**src/rtl/dot_product_sequencer.sv**
```systemverilog
// Operand sequencer for one MAC: clear, stream VEC_LEN pairs, drain, capture and hold the result.
// Optional build macro DOTSEQ_ZERO_ON_ERR_EN: zero the captured total when the MAC reports overflow.
module dot_product_sequencer #(
  parameter int DATA_WIDTH  = 16,
  parameter int ACCUM_WIDTH = 2*DATA_WIDTH,
  parameter int VEC_LEN     = 4
) (
  input  logic                          clk,
  input  logic                          rst_n,
  input  logic                          start,
  output logic                          busy,
  input  logic                          op_valid,
  input  logic signed [DATA_WIDTH-1:0]  op_a,
  input  logic signed [DATA_WIDTH-1:0]  op_b,
  output logic                          op_ready,
  output logic                          mac_clr,
  output logic                          mac_running,
  output logic        [DATA_WIDTH-1:0]  mac_in1,
  output logic        [DATA_WIDTH-1:0]  mac_in2,
  input  logic        [ACCUM_WIDTH-1:0] mac_total,
  input  logic                          mac_err,
  output logic                          res_valid,
  input  logic                          res_ready,
  output logic        [ACCUM_WIDTH-1:0] res_data,
  output logic                          res_err
);

  localparam int CNT_W = $clog2(VEC_LEN + 1);
  localparam logic [CNT_W-1:0] LAST_IDX = CNT_W'(VEC_LEN - 1);

  typedef enum logic [2:0] {
    S_IDLE    = 3'd0,
    S_CLEAR   = 3'd1,
    S_FEED    = 3'd2,
    S_DRAIN   = 3'd3,
    S_CAPTURE = 3'd4,
    S_HOLD    = 3'd5
  } state_t;

  state_t                 state_r;
  state_t                 state_s;
  logic                   hs_s;
  logic [CNT_W-1:0]       cnt_r;
  logic [ACCUM_WIDTH-1:0] cap_data_s;

  // Next-state and handshake decode
  always_comb begin
    state_s = state_r;
    hs_s    = 1'b0;
    case (state_r)
      S_IDLE: begin
        if (start) state_s = S_CLEAR;
        else       state_s = S_IDLE;
      end
      S_CLEAR: state_s = S_FEED;
      S_FEED: begin
        if (op_valid) begin
          hs_s = 1'b1;
          if (cnt_r == LAST_IDX) state_s = S_DRAIN;
          else                   state_s = S_FEED;
        end else begin
          state_s = S_FEED;
        end
      end
      S_DRAIN:   state_s = S_CAPTURE;
      S_CAPTURE: state_s = S_HOLD;
      S_HOLD: begin
        if (res_ready) state_s = S_IDLE;
        else           state_s = S_HOLD;
      end
      default: state_s = S_IDLE;
    endcase
  end

  // Value latched into the result register in CAPTURE
  always_comb begin
    cap_data_s = mac_total;
`ifdef DOTSEQ_ZERO_ON_ERR_EN
    if (mac_err) cap_data_s = '0;
    else         cap_data_s = mac_total;
`endif
  end

  // State, control outputs (registered from the next state) and operand staging
  always_ff @(posedge clk) begin
    if (!rst_n) begin
      state_r     <= S_IDLE;
      cnt_r       <= '0;
      busy        <= 1'b0;
      op_ready    <= 1'b0;
      mac_clr     <= 1'b0;
      mac_running <= 1'b0;
      mac_in1     <= '0;
      mac_in2     <= '0;
      res_valid   <= 1'b0;
      res_data    <= '0;
      res_err     <= 1'b0;
    end else begin
      state_r     <= state_s;
      busy        <= (state_s != S_IDLE);
      op_ready    <= (state_s == S_FEED);
      mac_clr     <= (state_s == S_CLEAR);
      res_valid   <= (state_s == S_HOLD);
      mac_running <= hs_s;
      if (hs_s) begin
        mac_in1 <= op_a;
        mac_in2 <= op_b;
      end
      if (state_r == S_CLEAR) cnt_r <= '0;
      else if (hs_s)          cnt_r <= cnt_r + CNT_W'(1);
      if (state_r == S_CAPTURE) begin
        res_data <= cap_data_s;
        res_err  <= mac_err;
      end
    end
  end

endmodule

```
**config.mk**
```make
export PLATFORM = sky130hd
export DESIGN_NAME = dot_product_sequencer
export DESIGN_NICKNAME = d
export VERILOG_FILES = /design/src/rtl/dot_product_sequencer.sv
export SDC_FILE = /design/constraint.sdc
export NUM_CORES = 1
export LEC_CHECK = 0
export ABC_CLOCK_PERIOD_IN_PS = 2600
export CORE_MARGIN = 1.5
export CORE_UTILIZATION = 44
export CTS_BUF_LIST = sky130_fd_sc_hd__clkbuf_4 sky130_fd_sc_hd__clkbuf_8 sky130_fd_sc_hd__clkbuf_16
export CTS_CLUSTER_DIAMETER = 80
export DETAILED_ROUTE_END_ITERATION = 7
export PLACE_DENSITY = 0.86
export SLEW_MARGIN = 20
export SYNTH_ARGS = -nofsm -noshare
export SYNTH_HDL_FRONTEND = slang
export SYNTH_SLANG_ARGS = --single-unit
```
**constraint.sdc**
```tcl
create_clock -name clk -period 2.6 [get_ports clk]
set_input_delay 0.39 -clock clk [delete_from_list [all_inputs] [get_ports clk]]
set_output_delay 0.39 -clock clk [all_outputs]
set_load 0.01 [all_outputs]
```
==> metrics.md, run 1 <==
| Metric | Value |
|---|---|
| Comb pwr share | 12.5% |
| Die Span Y | 84.6 um |
| Nets | 531 |
| Vias in the first global route | 2509 |
| Final Max Slew Viols | 0 |
| Setup_tns | 0 ns |
| R2r setup slk | 0.77 ns |
| Switching Share | 21.8% |
| Final Hold Vio Count | 0 |
| Number of synthesized flops with an enable pin | 0 |
| Crit. End Element | register |
| Initial antenna violation count | 0 |
| RSZ-0062 raised after global routing | no |
| Pre-CTS setup slack | between 0.6 and 0.7 ns |
| Worst Setup Slack, final | 0.771 ns |
| Total gr overflow | 0 |
| Most frequent cell after synthesis | nand2_1 |
| IO Pins | 140 |
| Gpl congestion | 0.753 |
| Post-CTS Setup Inserts | 0 |
| Max_cap viols | 0 |
| Clock transition at path regs | around 0.07 ns |
| Pin count of the biggest net entering global routing | 39 |
| Number of synthesized register bits | 76 |
| Slew headroom | a little under a third |
| Critical Path Start | state_r[1] |
| Critical R2R Launch | state_r[1] |
| Internal Dissipation | 2.02 mW |
| Post-Syn Instances | 330 |
| DR vias/cell | 4.88 |
| Synthesis-to-layout area growth | 54.5% |
| Hold buffer count at cts | 0 |
| Primary FF master, synth | dfxtp_1 |
| # rows | 29 |
| P_sw | 0.563 mW |
| Synth top cells by count | nand2_1, dfxtp_1, a21boi_1 |
| Seq pwr share | 47.6% |
| DR DRC count | 0 |
| Clock Path Buffers | 2 |
| Startpoint types | register |
| Number of port buffers | roughly 140 |
| Clock Sinks | 76 |
| ANT nets after route | 0 |
| CTS tree | done |
| Dpl cells | 525 |
| Worst Max-Slew Pin Slew | 1.02 ns |
| Top cell type's share of synthesized area | 52.0% |
| Setup violations, final | 0 |
| Clk network pwr share | 39.9% |
| Status | completed |
| Worst Clk Skew | 0.00534 ns |
| Ys Warns | 0 |
| H-tree depth | 3 |
| Worst skew pair latency | around 0.34 ns |
| Num CTS Buffers | 9 |
| Final min period | 1.83 ns |
| Initial Utilization | 45.8% |
| Fin cells | roughly 540 |
| Worst-case reg-to-reg path depth | 3 |
| Initial DRC Count | 58 |
| Avg Synthesized Cell Area | 8.87 um2 |
| Cell accounting for the most synthesized area | dfxtp_1 |
| Layout cells sized above 1 | 5.39% |
| DR WL/cell | between 10 and 15 um |
| Critical Path Sink | res_data[15] |
| Unique cell type count in the Yosys netlist | 25 |
| Ys async rst share | 0% |
| Crit Path Category | register to register |
| Hold crit path type | register to register |
| Power per cell area | 571 mW/mm2 |
| R2R Path End | res_data[15] |
| Vias | around 2600 |
| Ranking of synthesized cells by area | dfxtp_1, nand2_1, a21boi_1 |
| Max Fanout on Critical Path | 33 |
| Ant diodes | 0 |
| Seq/Total Area, Yosys | 52.0% |
| VDD IR max | 0.398 mV |
| Period Utilization, post-route | 70.4% |
| Post-DP HPWL | 4900 um |
| CTS root buf | clkbuf_8 |
| Post-CTS Resized | 0 |
| Core area | 0.00639 mm2 |
| Mapped cell area | 0.00293 mm2 |
| Post-Route WL | 6950 um |
| Pleak | 1.58 nW |
| Die W | roughly 85 um |
| Fmax | 0.547 GHz |
| Die area | about 0.007 mm2 |
| Syn_nets | around 400 |
| CP arrival | approximately 2.1 ns |
| First-pass GRT wire length | 11400 um |
| Req. time, crit path | 2.86 ns |
| TritonRoute pass-1 iters | 4 |
| Total track usage | 19.8% |
how the worst min path moves through the flow:
stage                 start            to  slack (ns)  cells after the start
2_1_floorplan      cnt_r[1]      cnt_r[1]        0.44                      2
3_3_place_gp   res_data[29]  res_data[29]        0.44                      2
3_5_place_dp   res_data[29]  res_data[29]        0.44                      2
4_1_cts        res_data[29]  res_data[29]        0.45                      2
5_1_grt        res_data[11]  res_data[11]        0.47                      2
6_report       res_data[29]  res_data[29]        0.45                      2
layer usage:
layer	vias up	routed length, um	track usage, %
met2	102	3290	33.7
met4	0	137	8.06
li1	1317	-	-
met3	11	549	6.00
met5	-	0	0
met1	1210	2980	23.4
critical path, cell delays in order, from the launching register on:
cell      delay, ns
dfxtp_1        0.57
or3b_1         0.86
nand2_1        0.15
a21boi_1       0.17
kinds of logic (layout without fill, tap and decap cells):
family,after synthesis,count (layout),synth area share (%)
AOI/OAI and AO/OA,72,72,19.2
xor gates and xnor gates,2,2,0.599
adders and majority gates,2,2,0.855
buffers and inverters,27,161,5.69
DFF,76,76,52.0
and+or+nand+nor,151,151,21.7
state kept, by name (all words and copies together), names as in the netlist:
name and count:
busy 1, cnt_r 3, mac_clr 1, mac_in1 16, mac_in2 16, mac_running 1
op_ready 1, res_data 32, res_err 1, res_valid 1, state_r 3
cells in the final DEF (no fill, tap or decap), types with 3 or more instances in the layout:
master and count:
a21boi_1 66, buf_4 4, clkbuf_8 12, clkdlybuf4s50_1 138
dfxtp_1 76, nand2_1 133, nor2_1 3, nor2b_1 3
nor3b_1 3
layout make-up:
type                       instances  area [um2]
timing repair buffer             143        1420
clock buffer                      12         165
inverter                           2        7.51
sequential                        76        1520
clock inverter                     4        70.1
multi-input combinational        227        1240
fill                             493        1860
tap                               77        96.3
stage by stage:
step	util, %	area [um2]	hold slack, ns	total power [mW]
5_1_grt	70.8	4520	0.466	2.70
4_1_cts	70.8	4520	0.454	2.61
6_report	70.8	4520	0.452	2.58
2_1_floorplan	-	2930	0.440	1.40
3_5_place_dp	67.1	4290	0.444	1.58
3_3_place_gp	67.1	4290	0.440	1.57
power by group through the flow:
stage	Sequential (mW)	Combinational [mW]	Clock [mW]
global route	1.23	0.350	1.12
detailed placement	1.26	0.325	0
CTS	1.23	0.327	1.05
floorplan	1.26	0.135	0
finish	1.23	0.323	1.03
global placement	1.25	0.321	0
Power figures use the tool's default switching activity.
==> run 2: changes to the inputs <==
- ABC_CLOCK_PERIOD_IN_PS: 2600 -> 1700
- CORE_UTILIZATION: 44 -> 41
- PLACE_DENSITY: 0.86 -> 0.81
- clock period: 2.6 -> 1.7 ns (I/O delays scaled with it)
==> metrics.md, run 2 (synthesis results as in run 1) <==
| Metric | Value |
|---|---|
| P_sw | 0.855 mW (+52%) |
| Req. time, crit path | 1.97 ns (-0.89 ns) |
| Die area | 0.00765 mm2 (+7.1%) |
| Max Fanout on Critical Path | 23 (-30%) |
| Pin count of the biggest net entering global routing | 34 (-13%) |
| Initial DRC Count | 81 (+40%) |
| Critical R2R Launch | state_r[1] |
| RSZ-0062 raised after global routing | no |
| Setup violations, final | 0 (unchanged) |
| Slew headroom | 72.3% (+40 points) |
| Vias | 2629 (-0.42%) |
| Nets | 537 (+1.1%) |
| Crit. End Element | register |
| R2R Path End | mac_in1[10] |
| Final Max Slew Viols | 0 (unchanged) |
| Initial Utilization | 42.8% (-3.0 points) |
| Gpl congestion | 0.744 (-1.3%) |
| Total track usage | 19.7% (-0.13 points) |
| Fmax | 0.654 GHz (+20%) |
| Hold Path Depth | 2 (unchanged) |
| Clock Sinks | 76 (unchanged) |
| Switching Share | 21.9% (+0.078 points) |
| First-pass GRT wire length | 11700 um (+3.2%) |
| Post-Route WL | 7270 um (+4.5%) |
| Number of port buffers | 139 (unchanged) |
| Power per cell area | 853 mW/mm2 (+49%) |
| Worst-case reg-to-reg path depth | 4 (+1) |
| DR vias/cell | 4.64 (-4.8%) |
| Num CTS Buffers | 9 (unchanged) |
| Max_cap viols | 0 (unchanged) |
| CTS root buf | clkbuf_8 |
| Commonest non-fill, non-tap cell in the layout | clkdlybuf4s50_1 |
| Pleak | 1.60 nW (+1.3%) |
| Setup_tns | 0 ns (unchanged) |
| Commonest cells after routing, fill and taps aside | clkdlybuf4s50_1, nand2_1, dfxtp_1 |
| Core area | 0.00683 mm2 (+7.0%) |
| Final Hold Vio Count | 0 (unchanged) |
| Post-CTS Setup Inserts | 0 (unchanged) |
| CP arrival | 1.80 ns (-0.29 ns) |
| # rows | 30 (+3.4%) |
| Hold buffer count at cts | 0 (unchanged) |
| Synthesis-to-layout area growth | 56.5% |
| Vias in the first global route | 2557 (+1.9%) |
| DR DRC count | 0 (unchanged) |
| H-tree depth | 3 (unchanged) |
| Worst Max-Slew Pin Slew | 0.416 ns (-0.604 ns) |
| IO Pins | 140 (unchanged) |
| Top flop regs | res_data x32, mac_in1 x16, mac_in2 x16 |
| DR WL/cell | 12.8 um (about the same) |
| Status | completed |
| Clk network pwr share | 39.0% (-0.9 points) |
| Fin cells | 566 (+4.6%) |
| ANT nets after route | 0 (unchanged) |
| CTS tree | done |
| Ant diodes | 0 (unchanged) |
| Hold crit path type | input pin to register |
| Reg with most FFs | res_data |
| Period Utilization, post-route | 89.9% (+20 points) |
| Post-CTS Resized | 0 (unchanged) |
| Fillers | 613 (+24%) |
| VDD IR max | 0.517 mV (+30%) |
| Worst hold start | rst_n |
| Post-DP HPWL | 5360 um (+9.3%) |
| Seq pwr share | 48.0% (+0.4 points) |
| Clock transition at path regs | 0.08 ns (about the same) |
| Final min period | 1.53 ns (-0.300 ns) |
| Internal Dissipation | 3.05 mW (+51%) |
| Clock Path Buffers | 2 (unchanged) |
| TritonRoute pass-1 iters | 4 (unchanged) |
| Startpoint types | register |
| Die W | 87.5 um (+3.5%) |
| Worst skew pair latency | 0.34 ns (about the same) |
| Worst Clk Skew | 0.0108 ns (+0.00551 ns) |
| Comb pwr share | 13.1% (+0.6 points) |
| Die Span Y | 87.5 um (+3.5%) |
| Total gr overflow | 0 (unchanged) |
| Crit Path Category | register to register |
| Layout cells sized above 1 | 6.60% (+1.2 points) |
| Initial antenna violation count | 0 (unchanged) |
| WHS Endpoint | res_data[4] |
| Max reg flops | 32 (unchanged) |
| Dpl cells | 550 (+4.8%) |
| R2r setup slk | 0.17 ns (-0.60 ns) |
-- run 2: cell types whose count changed in the layout (fill, tap and decap cells not counted), sizes merged --
| cell | change |
|---|---|
| buf | +6 |
| clkinv | -1 |
| clkinvlp | +1 |
-- run 2: worst max path at each step --
stage	start	end	slack [ns]
floorplan	cnt_r[0]	mac_clr	0.39
global placement	op_valid	mac_in2[7]	0.09
detailed placement	op_valid	mac_in1[10]	0.03
CTS	mac_in1[15]	mac_in1[15]	0.18
global route	state_r[1]	mac_in1[7]	0.05
finish	state_r[1]	mac_in1[10]	0.17
-- run 2: power groups by stage --
stage / sequential (mW) / clock (mW) / combinational, mW
floorplan: 1.93 / 0 / 0.206
global placement: 1.91 / 0 / 0.506
detailed placement: 1.91 / 0 / 0.514
CTS: 1.87 / 1.56 / 0.517
global route: 1.88 / 1.64 / 0.553
finish: 1.87 / 1.52 / 0.511
-- run 2: cell type report --
cell class	count	area [um2]	area share (%)
timing repair buffer	149	1460	31.9
multi-input combinational	227	1240	27.2
inverter	2	7.51	0.164
clock buffer	12	153	3.33
sequential	76	1520	33.2
tap	96	120	2.62
clock inverter	4	72.6	1.58
-- run 2: layer usage --
layer,up-vias,track usage (%),share of wire [%]
li1,1329,-,-
met3,12,5.40,7.0
met5,-,0,0
met1,1198,22.0,40
met2,90,35.2,51
met4,0,7.94,1.8
-- run 2: per-stage QoR --
stage / area [um2] / power [mW] / hold WS, ns / worst slack, ns / util, %
CTS: 4580 / 3.95 / 0.375 / 0.183 / 67.1
finish: 4580 / 3.91 / 0.383 / 0.171 / 67.1
floorplan: 2930 / 2.13 / 0.390 / 0.394 / -
global placement: 4360 / 2.42 / 0.439 / 0.0861 / 63.8
global route: 4580 / 4.08 / 0.402 / 0.0543 / 67.1
detailed placement: 4360 / 2.43 / 0.444 / 0.0268 / 63.8
-- run 2: critical path, cell delays in order (launching register included) --
cell and delay, ns:
dfxtp_1 0.56, and4bb_4 0.40, buf_4 0.29, nand2_1 0.09
a21boi_1 0.12
